===== src/rtl/pic_host_sequencer.sv =====
// Bus master that initialises the PIC, serves host EOI/mask writes and runs the
// two-pulse INTA handshake, returning the captured vector to the host.
module pic_host_sequencer #(
  parameter logic [7:0]  ICW1_VAL   = 8'h13,
  parameter logic [7:0]  ICW2_VAL   = 8'h20,
  parameter logic [7:0]  ICW3_VAL   = 8'h00,
  parameter logic [7:0]  ICW4_VAL   = 8'h01,
  parameter logic [7:0]  MASK_INIT  = 8'hFF,
  parameter int unsigned WR_WIDTH   = 2,
  parameter int unsigned INTA_WIDTH = 2,
  parameter int unsigned INTA_GAP   = 1
) (
  input  logic       clk,
  input  logic       reset,
  input  logic       start,
  output logic       init_done,
  output logic       busy,
  input  logic       eoi_req,
  output logic       eoi_ack,
  input  logic       mask_wr,
  input  logic [7:0] mask_data,
  output logic       mask_ack,
  input  logic       int_in,
  output logic       vector_valid,
  output logic [7:0] vector,
  input  logic       vector_ack,
  output logic       vector_err,
  output logic       pic_cs_n,
  output logic       pic_rd_n,
  output logic       pic_wr_n,
  output logic       pic_a0,
  output logic [7:0] pic_data,
  output logic       pic_inta_n,
  input  logic [7:0] pic_dout,
  input  logic       pic_data_io
);

  typedef enum logic [3:0] {
    StIdle, StWrSetup, StWrPulse, StWrHold, StWrNext, StInta1, StIntaGap, StInta2, StVecWait
  } state_e;

  typedef enum logic [1:0] {OpInit, OpEoi, OpMask} op_e;

  typedef enum logic [2:0] {StepIcw1, StepIcw2, StepIcw3, StepIcw4, StepOcw1} step_e;

  // ICW3 only exists in cascade mode (SNGL=0), ICW4 only when IC4=1.
  function automatic step_e next_step(input step_e step);
    case (step)
      StepIcw1: next_step = StepIcw2;
      StepIcw2: next_step = !ICW1_VAL[1] ? StepIcw3 : (ICW1_VAL[0] ? StepIcw4 : StepOcw1);
      StepIcw3: next_step = ICW1_VAL[0] ? StepIcw4 : StepOcw1;
      default:  next_step = StepOcw1;
    endcase
  endfunction

  function automatic logic [7:0] step_byte(input step_e step);
    case (step)
      StepIcw1: step_byte = ICW1_VAL;
      StepIcw2: step_byte = ICW2_VAL;
      StepIcw3: step_byte = ICW3_VAL;
      StepIcw4: step_byte = ICW4_VAL;
      default:  step_byte = MASK_INIT;
    endcase
  endfunction

  state_e      r_state;
  op_e         r_op;
  step_e       r_step;
  logic [7:0]  r_cnt;
  logic        r_cs_n, r_wr_n, r_a0, r_inta_n;
  logic [7:0]  r_data;
  logic        r_init_done, r_busy, r_eoi_ack, r_mask_ack;
  logic        r_vector_valid, r_vector_err;
  logic [7:0]  r_vector;
  step_e       w_step_next;

  assign w_step_next = next_step(r_step);

  always_ff @(posedge clk) begin
    if (reset) begin
      r_state        <= StIdle;
      r_op           <= OpInit;
      r_step         <= StepIcw1;
      r_cnt          <= '0;
      r_cs_n         <= 1'b1;
      r_wr_n         <= 1'b1;
      r_a0           <= 1'b0;
      r_data         <= '0;
      r_inta_n       <= 1'b1;
      r_init_done    <= 1'b0;
      r_busy         <= 1'b0;
      r_eoi_ack      <= 1'b0;
      r_mask_ack     <= 1'b0;
      r_vector_valid <= 1'b0;
      r_vector       <= '0;
      r_vector_err   <= 1'b0;
    end else begin
      r_eoi_ack  <= 1'b0;
      r_mask_ack <= 1'b0;
      unique case (r_state)
        StIdle: begin
          if (start) begin
            r_init_done    <= 1'b0;
            r_vector_valid <= 1'b0;
            r_op           <= OpInit;
            r_step         <= StepIcw1;
            r_a0           <= 1'b0;
            r_data         <= ICW1_VAL;
            r_cs_n         <= 1'b0;
            r_busy         <= 1'b1;
            r_state        <= StWrSetup;
          end else if (r_init_done && eoi_req) begin
            r_op    <= OpEoi;
            r_a0    <= 1'b0;
            r_data  <= 8'h20;
            r_cs_n  <= 1'b0;
            r_busy  <= 1'b1;
            r_state <= StWrSetup;
          end else if (r_init_done && mask_wr) begin
            r_op    <= OpMask;
            r_a0    <= 1'b1;
            r_data  <= mask_data;
            r_cs_n  <= 1'b0;
            r_busy  <= 1'b1;
            r_state <= StWrSetup;
          end else if (r_init_done && int_in) begin
            r_inta_n <= 1'b0;
            r_cnt    <= 8'(INTA_WIDTH - 1);
            r_busy   <= 1'b1;
            r_state  <= StInta1;
          end
        end
        StWrSetup: begin
          r_wr_n  <= 1'b0;
          r_cnt   <= 8'(WR_WIDTH - 1);
          r_state <= StWrPulse;
        end
        StWrPulse: begin
          if (r_cnt == '0) begin
            r_wr_n  <= 1'b1;
            r_state <= StWrHold;
          end else begin
            r_cnt <= r_cnt - 8'd1;
          end
        end
        StWrHold: begin
          r_cs_n     <= 1'b1;
          r_eoi_ack  <= (r_op == OpEoi);
          r_mask_ack <= (r_op == OpMask);
          if (r_op == OpInit && r_step == StepOcw1) r_init_done <= 1'b1;
          r_state    <= StWrNext;
        end
        StWrNext: begin
          // Init writes chain back-to-back; everything else returns to arbitration.
          if (r_op == OpInit && r_step != StepOcw1) begin
            r_step  <= w_step_next;
            r_a0    <= 1'b1;
            r_data  <= step_byte(w_step_next);
            r_cs_n  <= 1'b0;
            r_state <= StWrSetup;
          end else begin
            r_busy  <= 1'b0;
            r_state <= StIdle;
          end
        end
        StInta1: begin
          if (r_cnt == '0) begin
            r_inta_n <= 1'b1;
            r_cnt    <= 8'(INTA_GAP - 1);
            r_state  <= StIntaGap;
          end else begin
            r_cnt <= r_cnt - 8'd1;
          end
        end
        StIntaGap: begin
          if (r_cnt == '0) begin
            r_inta_n <= 1'b0;
            r_cnt    <= 8'(INTA_WIDTH - 1);
            r_state  <= StInta2;
          end else begin
            r_cnt <= r_cnt - 8'd1;
          end
        end
        StInta2: begin
          if (r_cnt == '0) begin
            r_inta_n       <= 1'b1;
            r_vector       <= pic_dout;
            r_vector_err   <= pic_data_io;
            r_vector_valid <= 1'b1;
            r_state        <= StVecWait;
          end else begin
            r_cnt <= r_cnt - 8'd1;
          end
        end
        StVecWait: begin
          if (vector_ack) begin
            r_vector_valid <= 1'b0;
            r_busy         <= 1'b0;
            r_state        <= StIdle;
          end
        end
        default: r_state <= StIdle;
      endcase
    end
  end

  assign init_done    = r_init_done;
  assign busy         = r_busy;
  assign eoi_ack      = r_eoi_ack;
  assign mask_ack     = r_mask_ack;
  assign vector_valid = r_vector_valid;
  assign vector       = r_vector;
  assign vector_err   = r_vector_err;
  assign pic_cs_n     = r_cs_n;
  assign pic_rd_n     = 1'b1;
  assign pic_wr_n     = r_wr_n;
  assign pic_a0       = r_a0;
  assign pic_data     = r_data;
  assign pic_inta_n   = r_inta_n;

endmodule


===== config.mk =====
export PLATFORM = sky130hd
export DESIGN_NAME = pic_host_sequencer
export DESIGN_NICKNAME = d
export VERILOG_FILES = /design/src/rtl/pic_host_sequencer.sv
export SDC_FILE = /design/constraint.sdc
export NUM_CORES = 1
export LEC_CHECK = 0
export ABC_AREA = 1
export CAP_MARGIN = 20
export CORE_MARGIN = 4
export CORE_UTILIZATION = 54
export DETAILED_ROUTE_END_ITERATION = 8
export PLACE_DENSITY = 0.82
export SYNTH_ARGS = -nofsm -noshare
export SYNTH_HDL_FRONTEND = slang
export SYNTH_SLANG_ARGS = --single-unit
export TNS_END_PERCENT = 100

===== constraint.sdc =====
create_clock -name clk -period 3.2 [get_ports clk]
set_input_delay 0.96 -clock clk [delete_from_list [all_inputs] [get_ports clk]]
set_output_delay 0.96 -clock clk [all_outputs]
set_load 0.01 [all_outputs]

* Word level (Yosys, flattened, before mapping)
Index checks and enable logic that the tools add are counted.
** Word-level totals
- Flip-flop bits (word level) :: 43
- Output and inout port bits :: 27
- Logic and storage cells :: 148
- Input port bits :: 24
** Cells by class
- Bitwise operators :: 1
- Multiplexer cells :: 61
- Equal/unequal tests :: 34
- Add/sub/neg operators :: 1
- Reduce and logical (&&, ||, !) cells :: 35
** Operators by type and width (number)
- 8-bit two-way mux :: 11
- 8-bit case mux with 5 select lines :: 1
- 4-bit two-way mux :: 9
- 4-bit case mux with 9 select lines :: 1
- 8-bit case mux with 4 select lines :: 1
- 2-bit != test (second input constant) :: 14
- 1-bit two-way mux :: 23
- 4-bit by 3-bit == test with 1-bit output (second input constant) :: 4
- 8-bit case mux with 2 select lines :: 1
- 3-bit nonzero test :: 5
- 1-bit case mux with 3 select lines :: 4
- 3-bit case mux with 2 select lines :: 2
- 3-bit AND reduction :: 4
- 6-bit AND reduction :: 2
- 3-bit by 2-bit == test with 1-bit output (second input constant) :: 3
- 4-bit by 2-bit == test with 1-bit output (second input constant) :: 2
- 8-bit logical NOT :: 1
- 4-bit AND reduction :: 2
- 2-bit OR reduction :: 4
- 8-bit by 1-bit subtractor with 8-bit output (second input constant) :: 1
- 7-bit AND reduction :: 1
- 3-bit by 1-bit == test with 1-bit output (second input constant) :: 2
- 3-bit logical NOT :: 2
- 2-bit two-way mux :: 3
- 18 further kinds :: 29

* Depth between registers and ports, before layout
- Depth after elaboration :: 7
- Depth in mapped cells :: 11
- Gate-level depth less buffers :: 11

* Least setup slack after synthesis
No wires, ideal clock.
- Path kind :: input-to-reg
- Start point :: input eoi_req
- End point :: register r_cnt[2]
- Setup time :: 0.115 ns
- Arrival time :: 1.793 ns
- Stages on the path :: 8
- Setup slack :: 1.292 ns
- Path buffers :: 0
- Data required time :: 3.085 ns
- Cell sequence :: nand2_1 -> nand3_2 -> nand2_8 -> o21ai_4 -> nor2_8 -> nand2_4 -> nand2_2 -> a21oi_2
** Between the ends
- Cells in the longest elaborated chain, start to end :: 3
** RTL lines
- start: declaration :: RTL line 18 : input logic eoi_req,
- 1-bit logical AND :: RTL line 112 : end else if (r_init_done && eoi_req) begin
- 2-bit != test (no line)
- 6-bit AND reduction (no line)
- end signal: assignment :: RTL line 128 : r_cnt <= 8'(INTA_WIDTH - 1);
- end signal: assignment :: RTL line 135 : r_cnt <= 8'(WR_WIDTH - 1);
- end signal: assignment :: RTL line 143 : r_cnt <= r_cnt - 8'd1;
- end: declaration :: RTL line 69 : logic [7:0] r_cnt;
Every way passes these cells.
A chain may end at the register's enable or synchronous reset.

* Worst setup path in the final report
- Start point :: register r_init_done, in the netlist init_done
- End point :: output init_done
** RTL lines
- start: declaration :: RTL line 72 : logic r_init_done, r_busy, r_eoi_ack, r_mask_ack;
- start signal: assignment :: RTL line 90 : r_init_done <= 1'b0;
- start signal: assignment :: RTL line 103 : r_init_done <= 1'b0;
- start signal: assignment :: RTL line 150 : if (r_op == OpInit && r_step == StepOcw1) r_init_done <= 1'b1;
- end: declaration :: RTL line 16 : output logic init_done,
No word-level cell between the ends.

==> impl_metrics.tcl <==
set metrics [dict create \
    status "finished, final reports clean" \
    drc 0 \
    cellLeakagePower_nw 1.229 \
    via_per_inst 5.143 \
    dominantRegCellSynth "dfxtp_1" \
    crit_buf_inv 1 \
    yosys_warnings 0 \
    cts_buffer_depth 2 \
    finalWeightedCongestion 0.9449 \
    p_comb_share_pct 55.5 \
    antenna_found_initial 0 \
    seqPwrFrac_pct 29.6 \
    routed_wl_mm 5.098 \
    fin_tns_setup_ns 0 \
    period_needed_ns 2.221 \
    syn_avg_cell_area_um2 7.136 \
    htree_levels 2 \
    cts_hold_buf 0 \
    ys_types 40 \
    cts_tree "built" \
    syn-num-nets 343 \
    slew_violations 0 \
    die-area_um2 5289 \
    total_power_mw 2.715 \
    grt_max_degree 20 \
    final_hold_viol_count 0 \
    syn_inst 317 \
    slowest_stage "clkdlybuf4s50_1" \
    ant_nets 0 \
    drive_above_1_share_pct 13.28 \
    cp_top_family "buffers and inverters" \
    wl_per_cell_um 12.17 \
    die_w_um 72.73 \
    async_reset_ff_share_pct 0 \
    hold_path_class "flop to flop" \
    postCtsResizedCells 0 \
    fin_crit_sh_pct 69.42 \
    insertion_delay_ns 0.29 \
    slowest_delay_ns 0.57 \
    core.rowCount 23 \
    core_area_um2 4029 \
    worst_hold_slack_ns 0.4645 \
    root_buffer "clkbuf_8" \
    clock_sinks 43 \
    grt_pass1_wl_mm 8.500 \
    drt-initial-drc-count 141 \
    clock_skew_ns 0.002519 \
    worstPathMaxFanout 5 \
    place_area_um2 2795 \
    fmax_ghz 0.4502 \
    timing.reg2reg.setup_slack_ns 1.44 \
    start_kind "flop" \
    setup_violations 0 \
    internal_power_mw 1.500 \
    grt_use_total_pct 20.46 \
    ys_seq_area_share_pct 38.05 \
    area_growth_pct 28.10 \
    dp_hpwl_mm 3.932 \
    post_cts_buffers 0 \
    crit_path_end_kind "output pin" \
    p_sw_mw 1.214 \
    cts_buffers 5 \
    swShare_pct 44.73 \
    synth_edf_count 0 \
    initial_core_util_pct 56.15 \
    nNetsFinal 395 \
    first_pass_iters 4 \
    grt_pass1_vias 2014 \
    ir_drop_mv 0.6292 \
    io_buffers 49 \
    arrival_ns 1.26 \
    drv_cap 0 \
    design_area_um2 2898 \
    rsz0062_at_grt "false" \
    ys_ff_latch 43 \
    crit_chain "clkdlybuf4s50_1" \
    powerDensity_nw_per_um2 936.8 \
    pin_count 51 \
    vias 2155 \
    crit_required_ns 2.24 \
    crit_type "flop to output pin" \
    gr-total-overflow 0 \
    netlist_area_um2 2262 \
    n_antenna_cell 0 \
    clkPwrFrac_pct 15.0 \
    die_h_um 72.73 \
    clk_pin_slew_ns 0.07 \
]
==> power groups by stage <==
stage	clock network (mW)	logic [mW]	registers, mW
after floorplan	0	1.10	0.831
after global placement	0	1.48	0.811
after detailed placement	0	1.51	0.814
after CTS	0.419	1.51	0.803
after global routing	0.443	1.68	0.822
final	0.406	1.51	0.803
==> final timing paths <==
check                                               to              startpoint  cells after the start
worst max-delay path                         init_done  init_done$_SDFFE_PP0P_                      1
worst min-delay path             pic_cs_n$_SDFFE_PP1P_   pic_cs_n$_SDFFE_PP1P_                      2
worst max register to register  vector[2]$_SDFFE_PP0P_   r_cnt[0]$_SDFFE_PP0P_                      8
worst min register to register   pic_cs_n$_SDFFE_PP1P_   pic_cs_n$_SDFFE_PP1P_                      2
==> per-layer routing <==
metal / track usage [%] / routed length [µm] / vias up
met1: 23.77 / 2329 / 964
li1: - / - / 1114
met3: 4.821 / 303 / 8
met2: 35.17 / 2364 / 69
met5: 0 / 0 / -
met4: 9.836 / 100 / 0
==> worst min-delay path: stages, from the launching register on <==
cell and delay, ns:
dfxtp_1 0.33, nand2_1 0.05, nand3_1 0.06
==> registers in the layout, indices dropped and copies added, names as in the netlist <==
register,cells
busy,1
eoi_ack,1
init_done,1
mask_ack,1
pic_a0,1
pic_cs_n,1
pic_data,8
pic_inta_n,1
pic_wr_n,1
r_cnt,8
r_op,2
r_state,4
r_step,3
vector,8
vector_err,1
vector_valid,1
==> synthesized netlist by cell type, drive strengths merged, types with 2 or more instances <==
library cell,number,area [µm²]
nand3,16,90.09
nand4,3,33.78
nand2,73,340.3
inv,39,148.9
nor3,4,20.02
nor2,59,292.8
buf,2,18.77
nand3b,2,15.01
a31oi,4,25.02
a21oi,29,156.4
dfxtp,43,860.8
clkbuf,4,16.26
o21ai,27,153.9
ha,2,25.02
==> area by class of cell <==
| cell class | instances | area, µm² |
|---|---|---|
| Timing Repair Buffer | 51 | 505.5 |
| Clock inverter | 1 | 30.03 |
| Multi-Input combinational cell | 228 | 1214 |
| Clock buffer | 6 | 72.57 |
| Fill cell | 361 | 1131 |
| Sequential cell | 43 | 860.8 |
| Inverter | 40 | 152.6 |
| Tap cell | 50 | 62.56 |
==> logic make-up after synthesis <==
group,synth area share (%)
and+or+nand+nor,35.84
AOI/OAI and AO/OA,16.15
buffers and inverters,8.296
DFF,38.05
adders and majority gates,1.106
xor gates and xnor gates,0.3872
other,0.1658
==> placed cells by master, fill, tap and decap left out, types with 2 or more instances in the layout <==
cell             instances
nand3b_1                 2
nor2_4                   6
dfxtp_1                 43
o21ai_1                  4
buf_4                    2
inv_2                    7
nand3_2                  2
a31oi_1                  4
a21oi_1                 26
o21ai_0                 20
nand4_1                  2
nand3_1                 14
nand2_2                  8
nand2_1                 60
nor3_1                   4
clkdlybuf4s50_1         49
nor2_1                  48
clkbuf_8                 5
inv_1                   31
a21oi_2                  3
ha_1                     2
nor2_2                   4
o21ai_2                  2
nand2_4                  4
==> through the flow <==
step                      setup slack (ns)  instances  util, %
final                               0.9786        419    71.93
after global routing                0.8706        419    71.93
after global placement              0.7655        412    69.38
after floorplan                      1.292        317        -
after CTS                           0.9542        419    71.93
after detailed placement            0.7303        412    69.38
No activity file was read; power rests on OpenSTA's default activity.
